$ cat src/rtl/pll_lock_sequencer_if.sv
// Purpose: groups the control, PLL-facing and status signals of pll_lock_sequencer.
// Latency: none; this is wiring only.
// Backpressure: none; every signal is a level.
//
// Ports (modport master = sequencer side, modport slave = controller/PLL side):
//   ENABLE           1  level request, 1 = bring PLL up and keep it up
//   PLL_LOCK         1  raw PLL lock, asynchronous to SCLK
//   PLL_POWERDOWN_N  1  to PLL POWERDOWN_N
//   FAB_RESET_N      1  active-low reset to PLL-clocked fabric logic
//   READY            1  sequencer in RUN
//   FAIL             1  sequencer in FAILED
//   RETRY_CNT        4  failed lock attempts in the current sequence
//   LOSS_CNT         8  lock-loss events seen in RUN, saturating
//   STATE            3  0 IDLE, 1 PD_HOLD, 2 LOCK_WAIT, 3 STABLE, 4 RUN, 5 FAILED
interface pll_lock_sequencer_if;
   logic       ENABLE;
   logic       PLL_LOCK;
   logic       PLL_POWERDOWN_N;
   logic       FAB_RESET_N;
   logic       READY;
   logic       FAIL;
   logic [3:0] RETRY_CNT;
   logic [7:0] LOSS_CNT;
   logic [2:0] STATE;

   modport master (
      input  ENABLE,
      input  PLL_LOCK,
      output PLL_POWERDOWN_N,
      output FAB_RESET_N,
      output READY,
      output FAIL,
      output RETRY_CNT,
      output LOSS_CNT,
      output STATE
   );

   modport slave (
      output ENABLE,
      output PLL_LOCK,
      input  PLL_POWERDOWN_N,
      input  FAB_RESET_N,
      input  READY,
      input  FAIL,
      input  RETRY_CNT,
      input  LOSS_CNT,
      input  STATE
   );
endinterface

$ cat src/rtl/pll_lock_sequencer.sv
// Purpose: power-up sequencer for a fabric CCC/PLL: powerdown hold, lock wait with retries, stability qualification, lock-loss monitoring.
// Latency: all outputs registered from the next state; PLL_POWERDOWN_N rises PD_HOLD_CYCLES+1 edges after ENABLE, FAB_RESET_N STABLE_CYCLES+1 edges after synced lock.
// Backpressure: none; ENABLE is a level request and every output is a status level.
//
// Ports:
//   SCLK    free-running system clock, independent of the PLL outputs
//   RESETN  asynchronous active-low reset; clears state, all outputs and LOSS_CNT
//   seq     pll_lock_sequencer_if.master (ENABLE, PLL_LOCK in; PLL_POWERDOWN_N,
//           FAB_RESET_N, READY, FAIL, RETRY_CNT, LOSS_CNT, STATE out)
//
// Build option: define PLL_SEQ_AUTO_RELOCK_EN to re-sequence automatically on lock
// loss in RUN; when undefined, lock loss in RUN goes to FAILED until ENABLE drops.
module pll_lock_sequencer #(
   parameter int PD_HOLD_CYCLES = 64,
   parameter int LOCK_TIMEOUT   = 50000,
   parameter int STABLE_CYCLES  = 256,
   parameter int MAX_RETRIES    = 3
) (
   input  logic                 SCLK,
   input  logic                 RESETN,
   pll_lock_sequencer_if.master seq
);

   typedef enum logic [2:0] {
      ST_IDLE      = 3'd0,
      ST_PD_HOLD   = 3'd1,
      ST_LOCK_WAIT = 3'd2,
      ST_STABLE    = 3'd3,
      ST_RUN       = 3'd4,
      ST_FAILED    = 3'd5
   } state_t;

   // Terminal counts: the shared counter starts at 0 on state entry, so a state
   // that must last N cycles exits when the counter reads N-1.
   localparam logic [15:0] PD_LAST     = 16'(PD_HOLD_CYCLES - 1);
   localparam logic [15:0] LOCK_LAST   = 16'(LOCK_TIMEOUT - 1);
   localparam logic [15:0] STABLE_LAST = 16'(STABLE_CYCLES - 1);
   localparam logic [3:0]  RETRY_MAX   = 4'(MAX_RETRIES);

   state_t      state_q, state_d;
   logic [15:0] cnt_q, cnt_d;
   logic [3:0]  retry_q, retry_d;
   logic [7:0]  loss_q, loss_d;
   logic        lock_meta_q, lock_s_q;
   logic        pd_n_q, pd_n_d;
   logic        fab_reset_n_q, fab_reset_n_d;
   logic        ready_q, ready_d;
   logic        fail_q, fail_d;

   always_comb begin
      state_d = state_q;
      cnt_d   = cnt_q;
      retry_d = retry_q;
      loss_d  = loss_q;

      case (state_q)
         ST_IDLE: begin
            if (seq.ENABLE) state_d = ST_PD_HOLD;
         end
         ST_PD_HOLD: begin
            if (cnt_q == PD_LAST) state_d = ST_LOCK_WAIT;
         end
         ST_LOCK_WAIT: begin
            // Lock is tested first so it wins on the timeout cycle.
            if (lock_s_q) begin
               state_d = ST_STABLE;
            end else if (cnt_q == LOCK_LAST) begin
               if (retry_q < RETRY_MAX) begin
                  retry_d = retry_q + 4'd1;
                  state_d = ST_PD_HOLD;
               end else begin
                  state_d = ST_FAILED;
               end
            end
         end
         ST_STABLE: begin
            // A dropout restarts the lock wait without counting a failed attempt.
            if (!lock_s_q) state_d = ST_LOCK_WAIT;
            else if (cnt_q == STABLE_LAST) state_d = ST_RUN;
         end
         ST_RUN: begin
            if (!lock_s_q) begin
               if (loss_q != 8'hFF) loss_d = loss_q + 8'd1;
`ifdef PLL_SEQ_AUTO_RELOCK_EN
               retry_d = 4'd0;
               state_d = ST_PD_HOLD;
`else
               state_d = ST_FAILED;
`endif
            end
         end
         ST_FAILED: begin
            state_d = ST_FAILED;
         end
         default: begin
            state_d = ST_IDLE;
         end
      endcase

      // ENABLE low overrides every transition. A lock loss coinciding with a
      // shutdown request is not counted: the fabric is being torn down anyway.
      if (!seq.ENABLE) begin
         state_d = ST_IDLE;
         retry_d = 4'd0;
         loss_d  = loss_q;
      end

      // Cleared on every state entry; only the timed states advance it.
      if (state_d != state_q) begin
         cnt_d = 16'd0;
      end else if (state_q == ST_PD_HOLD || state_q == ST_LOCK_WAIT || state_q == ST_STABLE) begin
         cnt_d = cnt_q + 16'd1;
      end

      // Outputs decoded from the next state so they move on the same edge as STATE.
      pd_n_d        = (state_d == ST_LOCK_WAIT) || (state_d == ST_STABLE) || (state_d == ST_RUN);
      fab_reset_n_d = (state_d == ST_RUN);
      ready_d       = (state_d == ST_RUN);
      fail_d        = (state_d == ST_FAILED);
   end

   always_ff @(posedge SCLK or negedge RESETN) begin
      if (!RESETN) begin
         state_q       <= ST_IDLE;
         cnt_q         <= 16'd0;
         retry_q       <= 4'd0;
         loss_q        <= 8'd0;
         lock_meta_q   <= 1'b0;
         lock_s_q      <= 1'b0;
         pd_n_q        <= 1'b0;
         fab_reset_n_q <= 1'b0;
         ready_q       <= 1'b0;
         fail_q        <= 1'b0;
      end else begin
         state_q       <= state_d;
         cnt_q         <= cnt_d;
         retry_q       <= retry_d;
         loss_q        <= loss_d;
         // Two-flop synchronizer; raw PLL_LOCK is used nowhere else.
         lock_meta_q   <= seq.PLL_LOCK;
         lock_s_q      <= lock_meta_q;
         pd_n_q        <= pd_n_d;
         fab_reset_n_q <= fab_reset_n_d;
         ready_q       <= ready_d;
         fail_q        <= fail_d;
      end
   end

   assign seq.PLL_POWERDOWN_N = pd_n_q;
   assign seq.FAB_RESET_N     = fab_reset_n_q;
   assign seq.READY           = ready_q;
   assign seq.FAIL            = fail_q;
   assign seq.RETRY_CNT       = retry_q;
   assign seq.LOSS_CNT        = loss_q;
   assign seq.STATE           = state_q;

endmodule

$ cat src/flat_wrapper.sv
// flat-port wrapper written by rule: the top's interface ports become plain ports
module pll_lock_sequencer_flat 
#(
   parameter int PD_HOLD_CYCLES = 64,
   parameter int LOCK_TIMEOUT   = 50000,
   parameter int STABLE_CYCLES  = 256,
   parameter int MAX_RETRIES    = 3
)
  (SCLK, RESETN, seq_ENABLE, seq_PLL_LOCK, seq_PLL_POWERDOWN_N, seq_FAB_RESET_N, seq_READY, seq_FAIL, seq_RETRY_CNT, seq_LOSS_CNT, seq_STATE);
  pll_lock_sequencer_if seq_i ();
  input  logic SCLK;
  input  logic RESETN;
  input wire logic [$bits(seq_i.ENABLE)-1:0] seq_ENABLE;
  input wire logic [$bits(seq_i.PLL_LOCK)-1:0] seq_PLL_LOCK;
  output wire logic [$bits(seq_i.PLL_POWERDOWN_N)-1:0] seq_PLL_POWERDOWN_N;
  output wire logic [$bits(seq_i.FAB_RESET_N)-1:0] seq_FAB_RESET_N;
  output wire logic [$bits(seq_i.READY)-1:0] seq_READY;
  output wire logic [$bits(seq_i.FAIL)-1:0] seq_FAIL;
  output wire logic [$bits(seq_i.RETRY_CNT)-1:0] seq_RETRY_CNT;
  output wire logic [$bits(seq_i.LOSS_CNT)-1:0] seq_LOSS_CNT;
  output wire logic [$bits(seq_i.STATE)-1:0] seq_STATE;
  assign seq_i.ENABLE = seq_ENABLE;
  assign seq_i.PLL_LOCK = seq_PLL_LOCK;
  assign seq_PLL_POWERDOWN_N = seq_i.PLL_POWERDOWN_N;
  assign seq_FAB_RESET_N = seq_i.FAB_RESET_N;
  assign seq_READY = seq_i.READY;
  assign seq_FAIL = seq_i.FAIL;
  assign seq_RETRY_CNT = seq_i.RETRY_CNT;
  assign seq_LOSS_CNT = seq_i.LOSS_CNT;
  assign seq_STATE = seq_i.STATE;
  pll_lock_sequencer #(.PD_HOLD_CYCLES(PD_HOLD_CYCLES), .LOCK_TIMEOUT(LOCK_TIMEOUT), .STABLE_CYCLES(STABLE_CYCLES), .MAX_RETRIES(MAX_RETRIES)) u_core (.SCLK(SCLK), .RESETN(RESETN), .seq(seq_i));
endmodule
$ cat config.mk
export PLATFORM = sky130hd
export DESIGN_NAME = pll_lock_sequencer_flat
export DESIGN_NICKNAME = d
export VERILOG_FILES = /design/src/rtl/pll_lock_sequencer_if.sv /design/src/rtl/pll_lock_sequencer.sv /design/src/flat_wrapper.sv
export SDC_FILE = /design/constraint.sdc
export NUM_CORES = 1
export LEC_CHECK = 0
export ABC_AREA = 1
export BUFFER_PORTS_ARGS = -buffer_cell sky130_fd_sc_hd__buf_4
export CORE_MARGIN = 4
export CORE_UTILIZATION = 45
export CTS_CLUSTER_SIZE = 12
export DETAILED_ROUTE_END_ITERATION = 12
export GPL_ROUTABILITY_DRIVEN = 0
export PLACE_DENSITY = 0.71
export SKIP_CTS_REPAIR_TIMING = 1
export SLEW_MARGIN = 0
export SYNTH_ARGS = -nofsm -noshare
export SYNTH_HDL_FRONTEND = slang
export SYNTH_SLANG_ARGS = --single-unit
$ cat constraint.sdc
create_clock -name SCLK -period 2.9 [get_ports SCLK]
set_input_delay 0.435 -clock SCLK [delete_from_list [all_inputs] [get_ports SCLK]]
set_output_delay 0.435 -clock SCLK [all_outputs]
set_load 0.05 [all_outputs]
==> results.sh <==
export IMPL_grt_first_pass_wirelength_um=6350
export IMPL_drv_cap=0
export IMPL_diodes=0
export IMPL_hp_class="input port to asynchronous set/reset pin"
export IMPL_syn_area_um2=1990
export IMPL_routedWlPerCell_um=11.4
export IMPL_netlist_instances=229
export IMPL_start_util_pct=48.0
export IMPL_clk_latency_ps=280
export IMPL_cp_num_buf_inv=0
export IMPL_die_area_um2=5550
export IMPL_ant_nets=0
export IMPL_routed_via_density=4.90
export IMPL_numPortBuffers=22
export IMPL_tns_ps=0
export IMPL_place_area_um2=2180
export IMPL_clock_sinks=36
export IMPL_worst_slack_ps=881
export IMPL_finalSetupViolCount=0
export IMPL_crit_arrival_ps=2230
export IMPL_dr_pass1_iters=4
export IMPL_slowest_stage="dfrtp_1"
export IMPL_synth_async_reset_ratio_pct=100
export IMPL_clock_fmax_mhz=495
export IMPL_crit_top_cell="nand2_1"
export IMPL_route_detailed_drc=0
export IMPL_grt_max_degree=37
export IMPL_netlist_top_cells_area="dfrtp_1 45%, nand2_1 8.7%, nor2_4 7.4%"
export IMPL_cts_tree="built"
export IMPL_final_nets=261
export IMPL_vias=1493
export IMPL_drtIter0Drc=93
export IMPL_outcome="complete, no violations"
export IMPL_max_slew_worst_pin_slew_ps=438
export IMPL_rsz0062_at_grt="false"
export IMPL_grt_antenna_before_repair=0
export IMPL_final_area_um2=2280
export IMPL_fin_crit_ps=2020
export IMPL_crit_path_end_kind="flip-flop"
export IMPL_dp_slack_ps=879
export IMPL_clk_path_buf_depth=2
export IMPL_grtUsageTotal_pct=14.5
export IMPL_synth_area_leader_cell="dfrtp_1"
export IMPL_synth_edf_count=0
export IMPL_start_kind="flip-flop"
export IMPL_drive_above_1_share_pct=23.1
export IMPL_path_class="flip-flop to flip-flop"
export IMPL_ioPinCount=23
export IMPL_dp_hpwl_um=2640
export IMPL_cts_buffers=5
export IMPL_core_area_um2=4140
export IMPL_grt_overflow_total=0
export IMPL_row_count=23
export IMPL_path_cells="ha_1 -> nand3_1 -> nor2_2 -> nand2_2 -> nand2_1 -> nand2_1 -> nand2_1 -> nand3_2 -> nand2_1 -> nand2_1 -> nand2_1 -> nand2_4 -> nor2_1"
export IMPL_critical_path_peak_fanout=16
export IMPL_power_density_nw_per_um2=450
export IMPL_clk_pin_slew_ps=70
export IMPL_die_height_um=74.5
export IMPL_seq_area_frac_synth_pct=45.3
export IMPL_critPathMaxStageDelay_ps=390
export IMPL_synthFlopType="dfrtp_1"
export IMPL_max_slew_margin_pct=70.8
export IMPL_p_leak_uw=0.00112
export IMPL_cp_top_family="simple AND/OR/NAND/NOR gates"
export IMPL_cp_required_ps=3110
export IMPL_synth_top_area_share_pct=45.3
export IMPL_hold_violations=0
export IMPL_skew_ps=5.99
export IMPL_synth_nets=236
export IMPL_syn_avg_cell_area_um2=8.68
export IMPL_cts_root_buffer="clkbuf_8"
export IMPL_synth_seq_cells=36
export IMPL_yosysUniqueCellTypes=29
export IMPL_vdd_drop_max_uv=299
export IMPL_final_period_utilization_pct=69.6
export IMPL_ys_warnings_count=0
export IMPL_wl_um=3490
export IMPL_areaGrowthSynthToFinish_pct=14.9
export IMPL_maxSlewViolCount=0
export IMPL_cts_max_level=2
export IMPL_die_x_um=74.5
export IMPL_grt_pass1_vias=1441
area by class of cell:
cell class                 instances  area [um2]
tap                               50        62.6
timing repair buffer              22         165
multi-input combinational        165         957
inverter                          24        90.1
clock inverter                     2        35.0
clock buffer                       6        72.6
fill                             415        1860
sequential                        36         901
report_power, final:
part           switching [uW]  leakage, uW  internal [uW]
Sequential               10.8     0.000489            513
Combinational            58.0     0.000577           22.8
Clock                     168    0.0000552            255
Total                     237      0.00112            790
metrics by stage:
stage               std cells  util, %  hold slack, ps  total power [uW]
floorplan                 229        -             139               595
global placement          297     52.5             335               614
detailed placement        297     52.5             339               616
CTS                       305     55.1             106              1040
global route              305     55.1             128              1070
finish                    305     55.1            90.0              1030
cell usage after synthesis (2+ instances only):
cell type  count
nand2_1       46
dfrtp_1       36
nor2_1        30
inv_1         22
nand3_1       19
nor2_4        13
xor2_1        10
xnor2_1        8
nand2_2        5
nor2_2         5
o21ai_0        5
nand4_1        4
nor3_1         4
ha_1           3
a21oi_1        2
buf_4          2
inv_2          2
nand3_2        2
routing by layer:
metal | wire length [um] | global-route usage (%) | vias up
li1 | - | - | 770
met1 | 1740 | 19.5 | 691
met2 | 1550 | 22.7 | 28
met3 | 172 | 4.19 | 4
met4 | 27 | 4.15 | 0
met5 | 0 | 0 | -
worst reg2reg max path, delay by kind of cell, from the launching register on:
kind / cells / cell delay (ps)
AND/OR/NAND/NOR: 12 / 1370
flip-flops: 1 / 390
adder cells (fa/ha/maj): 1 / 200
layout by cell type (no fill, tap or decap), types with 2 or more instances in the layout:
master / synthesis / layout
clkbuf_8: 0 / 5
xor2_1: 10 / 10
nor3_1: 4 / 4
nand2_2: 5 / 5
o21ai_0: 5 / 5
nor2_1: 30 / 30
dfrtp_1: 36 / 36
nand3_2: 2 / 2
ha_1: 3 / 3
inv_2: 2 / 2
nand4_1: 4 / 4
nand2_1: 46 / 46
inv_1: 22 / 22
nand3_1: 19 / 19
a21oi_1: 2 / 2
nor2_4: 13 / 13
buf_4: 2 / 22
xnor2_1: 8 / 8
nor2_2: 5 / 5
path summary, 6_finish.rpt:
path                                     from                endpoint  slack, ps  cells past startpoint
setup reg to reg              u_core.cnt_q[0]        u_core.cnt_q[15]        880                     13
min in group SCLK                seq_PLL_LOCK      u_core.lock_meta_q        260                      1
setup / recovery              u_core.cnt_q[0]        u_core.cnt_q[15]        880                     13
hold / removal                         RESETN         u_core.cnt_q[7]         90                      1
max in group asynchronous              RESETN  u_core.seq.LOSS_CNT[6]       2490                      1
hold reg to reg            u_core.lock_meta_q         u_core.lock_s_q        350                      0
cell families (layout without fill, tap and decap cells):
family                   count (synthesis)  in the layout  share of synthesized area (%)
flip-flops                              36             36                           45.3
buffers and inverters                   28             54                           6.54
multiplexers                             2              2                           1.07
adder cells (fa/ha/maj)                  3              3                           1.89
XOR/XNOR                                18             18                           7.93
AND/OR/NAND/NOR                        131            131                           34.1
AO/OA/AOI/OAI                           11             11                           3.15
flip-flops by register name, summed over array words and instances (netlist names):
name,cells
u_core.cnt_q,16
u_core.lock_s_q,1
u_core.lock_meta_q,1
u_core.seq.FAIL,1
u_core.seq.PLL_POWERDOWN_N,1
u_core.seq.LOSS_CNT,8
u_core.seq.FAB_RESET_N,1
u_core.seq.RETRY_CNT,4
u_core.seq.STATE,3
No activity file was read; power rests on OpenSTA's default activity.
